===== src/rtl/rcs_serial_sub_ctrl.sv =====
// Nibble-serial wide subtractor: one 4-bit ripple-borrow slice is reused
// for WIDTH/4 cycles, LSB nibble first, with the borrow held in a register
// between cycles. Requester side uses a start/ready/done handshake.

// 4-bit ripple-borrow subtractor: d = a - b - bin, bout = borrow out of bit 3.
module rcs_4bit (
  input  logic [3:0] a,
  input  logic [3:0] b,
  input  logic       bin,
  output logic [3:0] d,
  output logic       bout
);

  // Ripple the borrow through the four bit positions.
  always_comb begin
    logic br;
    // NOTE: every variable written here gets a value before any branch or
    // loop uses it, so no latch can be inferred.
    d  = '0;
    br = bin;
    for (int i = 0; i < 4; i++) begin
      d[i] = a[i] ^ b[i] ^ br;
      br   = (~a[i] & b[i]) | (~(a[i] ^ b[i]) & br);
    end
    bout = br;
  end

endmodule

module rcs_serial_sub_ctrl #(
  parameter int WIDTH = 16
) (
  input  logic             clk,
  input  logic             rst,
  input  logic             start,
  input  logic [WIDTH-1:0] a,
  input  logic [WIDTH-1:0] b,
  input  logic             borrow_in,
  output logic             ready,
  output logic             busy,
  output logic             done,
  output logic [WIDTH-1:0] diff,
  output logic             borrow_out
);

  localparam int NIB = WIDTH / 4;
  localparam int IW  = (NIB > 1) ? $clog2(NIB) : 1;
  localparam logic [IW-1:0] LAST = IW'(NIB - 1);

  localparam logic [1:0] S_IDLE = 2'd0;
  localparam logic [1:0] S_RUN  = 2'd1;
  localparam logic [1:0] S_DONE = 2'd2;

  logic [1:0]       state;
  logic [IW-1:0]    idx;
  logic             brw;
  logic [WIDTH-1:0] a_sh;
  logic [WIDTH-1:0] b_sh;
  logic [WIDTH-1:0] res;
  logic [WIDTH-1:0] res_next;
  logic [3:0]       slice_d;
  logic             slice_bout;

  // The single shared slice always works on the low nibble of the shifters.
  rcs_4bit u_slice (
    .a    (a_sh[3:0]),
    .b    (b_sh[3:0]),
    .bin  (brw),
    .d    (slice_d),
    .bout (slice_bout)
  );

  // Partial result with the current nibble merged in, so the final commit
  // sees the last nibble in the same cycle it is produced.
  always_comb begin
    res_next              = res;
    res_next[4*idx +: 4]  = slice_d;
  end

  // Handshake outputs decode straight from the state register.
  assign ready = (state == S_IDLE) || (state == S_DONE);
  assign busy  = (state == S_RUN);
  assign done  = (state == S_DONE);

  // Sequencer: accept, step one nibble per cycle, commit on the last one.
  always_ff @(posedge clk) begin
    // NOTE: sequential state is updated only with non-blocking assignments so
    // every register samples the pre-edge values of the others.
    if (rst) begin
      // NOTE: datapath registers are cleared too, so outputs are never X and
      // an aborted operation leaves no stale partial state behind.
      state      <= S_IDLE;
      idx        <= '0;
      brw        <= 1'b0;
      a_sh       <= '0;
      b_sh       <= '0;
      res        <= '0;
      diff       <= '0;
      borrow_out <= 1'b0;
    end else begin
      case (state)
        S_IDLE, S_DONE: begin
          if (start) begin
            a_sh  <= a;
            b_sh  <= b;
            brw   <= borrow_in;
            idx   <= '0;
            state <= S_RUN;
          end else begin
            state <= S_IDLE;
          end
        end
        S_RUN: begin
          res  <= res_next;
          brw  <= slice_bout;
          a_sh <= a_sh >> 4;
          b_sh <= b_sh >> 4;
          idx  <= idx + IW'(1);
          if (idx == LAST) begin
            diff       <= res_next;
            borrow_out <= slice_bout;
            state      <= S_DONE;
          end
        end
        default: state <= S_IDLE;
      endcase
    end
  end

endmodule


===== config.mk =====
export PLATFORM = sky130hd
export DESIGN_NAME = rcs_serial_sub_ctrl
export DESIGN_NICKNAME = d
export VERILOG_FILES = /design/src/rtl/rcs_serial_sub_ctrl.sv
export SDC_FILE = /design/constraint.sdc
export NUM_CORES = 1
export LEC_CHECK = 0
export ABC_AREA = 1
export CAP_MARGIN = 0
export CORE_ASPECT_RATIO = 1.5
export CORE_UTILIZATION = 25
export CTS_CLUSTER_DIAMETER = 150
export CTS_CLUSTER_SIZE = 20
export DETAILED_ROUTE_END_ITERATION = 10
export DONT_BUFFER_PORTS = 1
export SKIP_CTS_REPAIR_TIMING = 1
export SLEW_MARGIN = 5
export SYNTH_ARGS = -nofsm -noshare
export SYNTH_HDL_FRONTEND = slang
export SYNTH_SLANG_ARGS = --single-unit

===== constraint.sdc =====
create_clock -name clk -period 2.37 [get_ports clk]
set_input_delay 0.3555 -clock clk [delete_from_list [all_inputs] [get_ports clk]]
set_output_delay 0.3555 -clock clk [all_outputs]
set_load 0.02 [all_outputs]

==> results.json <==
{
  "period_share_pct": 96.7,
  "max_slew.worst_pin.slew_ns": 0.697,
  "crit_buf_inv": 4,
  "finalPower_mw": 3.31,
  "nNetsFinal": 584,
  "clk_pin_slew_worst_paths_ns": 0.06,
  "viasPerCell": 4.30,
  "synth_fp_nets": 591,
  "drc": 0,
  "multi_input_area_um2": 1600,
  "io-pin-count": 56,
  "register_area_um2": 1400,
  "p_leak_nw": 1.99,
  "gp_congestion": 0.765,
  "cts_tree": "built",
  "worstPathMaxFanout": 3,
  "status": "finished, final reports clean",
  "hpwl_um": 5600,
  "wl_um": 8370,
  "post-place-cells": 689,
  "slew_violations": 0,
  "cts.sinks": 70,
  "instances_no_fill": 705,
  "clkLatencyLatePin_ns": 0.33,
  "crit_chain": "inv_2, fa_2, inv_2, fa_2, fa_2, inv_2, fa_1, nor2_4, nand3_2, nand3_1, nand2_1, inv_1",
  "syn_area_um2": 3520,
  "fillerInstances": 1487,
  "grt_pass1_vias": 2780,
  "maxSlewHeadroom_pct": 53.5,
  "io_buffers": 0,
  "yosysWarnings": 0,
  "grt-ovfl-total": 0,
  "max_freq_ghz": 0.436,
  "min_period_ns": 2.29,
  "endpoint_kind": "flop",
  "ir_drop_uv": 392,
  "layout-drive-gt1-share_pct": 7.92,
  "clk_path_buf_depth": 2,
  "cp_data_arrival_time_ns": 2.57,
  "drt_pre_antenna_iters": 4,
  "yosysSeqAreaShare_pct": 39.8,
  "placement_rows": 52,
  "antenna_left": 0,
  "path_class": "reg2reg",
  "syn2layout_area_growth_pct": 15.0,
  "synth.distinct_cells": 21,
  "avgRoutedWirePerCell_um": 11.9,
  "diodes": 0,
  "critPathTopFamily": "adder cells",
  "fin_util_pct": 29.8,
  "power.density_nw_per_um2": 818,
  "setup_violations": 0,
  "rsz0062_at_grt": "true",
  "syn_inst": 545,
  "initial_utilization_pct": 25.9,
  "cp.required_ns": 2.65,
  "grt_usage_pct": 12.1,
  "hold_viol": 0,
  "vias": 3032,
  "skew_ns": 0.00450,
  "die_x_um": 98.9,
  "cts-root-buf": "clkbuf_16",
  "slowest_stage": "fa_1",
  "maxCapViolations": 0,
  "layout_commonest_cell": "nand2_1",
  "cts_max_level": 3,
  "startpoint_type": "flop",
  "cts_buffers": 9,
  "grt_pass1_wl_um": 13600,
  "min_path_type": "in2reg",
  "core_area_um2": 13600,
  "hold_ws_ns": 0.113,
  "final_cell_mix": "nand2_1, inv_1, dfxtp_1",
  "antenna_found_initial": 0,
  "yosys_register_bits": 70,
  "crit_path_max_incr_delay_ns": 0.43,
  "grt_start_max_net_pins": 57,
  "dieArea_um2": 14600,
  "drt-initial-drc-count": 119,
  "die_h_um": 147,
  "avgSynthCellArea_um2": 6.46
}
## metrics by stage
step                cell area [um^2]  worst slack (ns)  setup TNS, ns
floorplan                       3520             0.134              0
global placement                3670           -0.0147        -0.0239
detailed placement              3670           -0.0621         -0.227
CTS                             4000           -0.0775         -0.299
global route                    4050           -0.0162        -0.0280
finish                          4050            0.0788              0
## final timing paths
path | slack [ns] | from | endpoint | cells after the start
worst max-delay path | 0.08 | a_sh[0] | diff[7] | 12
worst min-delay path | 0.11 | rst | idx[1] | 1
worst max register to register | 0.08 | a_sh[0] | diff[7] | 12
worst min register to register | 0.45 | a_sh[14] | a_sh[14] | 2
## synth_stat cells, drive strengths merged
| library cell | number | area share (%) |
|---|---|---|
| dfxtp | 70 | 40 |
| buf | 15 | 2.5 |
| nor3 | 25 | 3.6 |
| a21oi | 26 | 3.7 |
| clkbuf | 8 | 0.89 |
| a211oi | 1 | 0.21 |
| fa | 4 | 2.3 |
| o21ai | 26 | 3.7 |
| nor2 | 70 | 7.9 |
| nand3 | 45 | 6.4 |
| ha | 6 | 2.1 |
| inv | 119 | 13 |
| nand2 | 130 | 14 |
## metal layers
metal / global-route usage (%) / vias to the layer above / part of all wire (%)
met1: 13.3 / 1329 / 42
li1: - / 1625 / -
met5: 0 / - / 0
met2: 20.9 / 65 / 50
met3: 4.42 / 13 / 6.2
met4: 5.30 / 0 / 2.0
## state kept, by name, indices dropped and copies added (netlist names)
register / count
a_sh: 16
b_sh: 16
borrow_out: 1
brw: 1
diff: 16
idx: 2
res: 16
state: 2
## layout make-up
cell class,instances,share of cell area (%)
multi-input combinational,333,39.5
sequential,70,34.7
inverter,119,11.0
clock buffer,13,6.68
tap,162,5.01
clock inverter,3,1.61
timing repair buffer,5,1.55
## cell families after synthesis
logic type,share of synthesized area [%]
adders and majority gates,4.41
buffers and inverters,16.0
DFF,39.8
and+or+nand+nor,32.1
AOI/OAI and AO/OA,7.61
## power by group
| part | leakage (nW) | total (mW) | switching [mW] | internal (mW) |
|---|---|---|---|---|
| clock | 0.166 | 1.51 | 0.500 | 1.01 |
| sequential | 0.575 | 1.31 | 0.0453 | 1.26 |
| combinational | 1.25 | 0.495 | 0.318 | 0.177 |
Note: power is estimated with default switching activity, not from simulation.
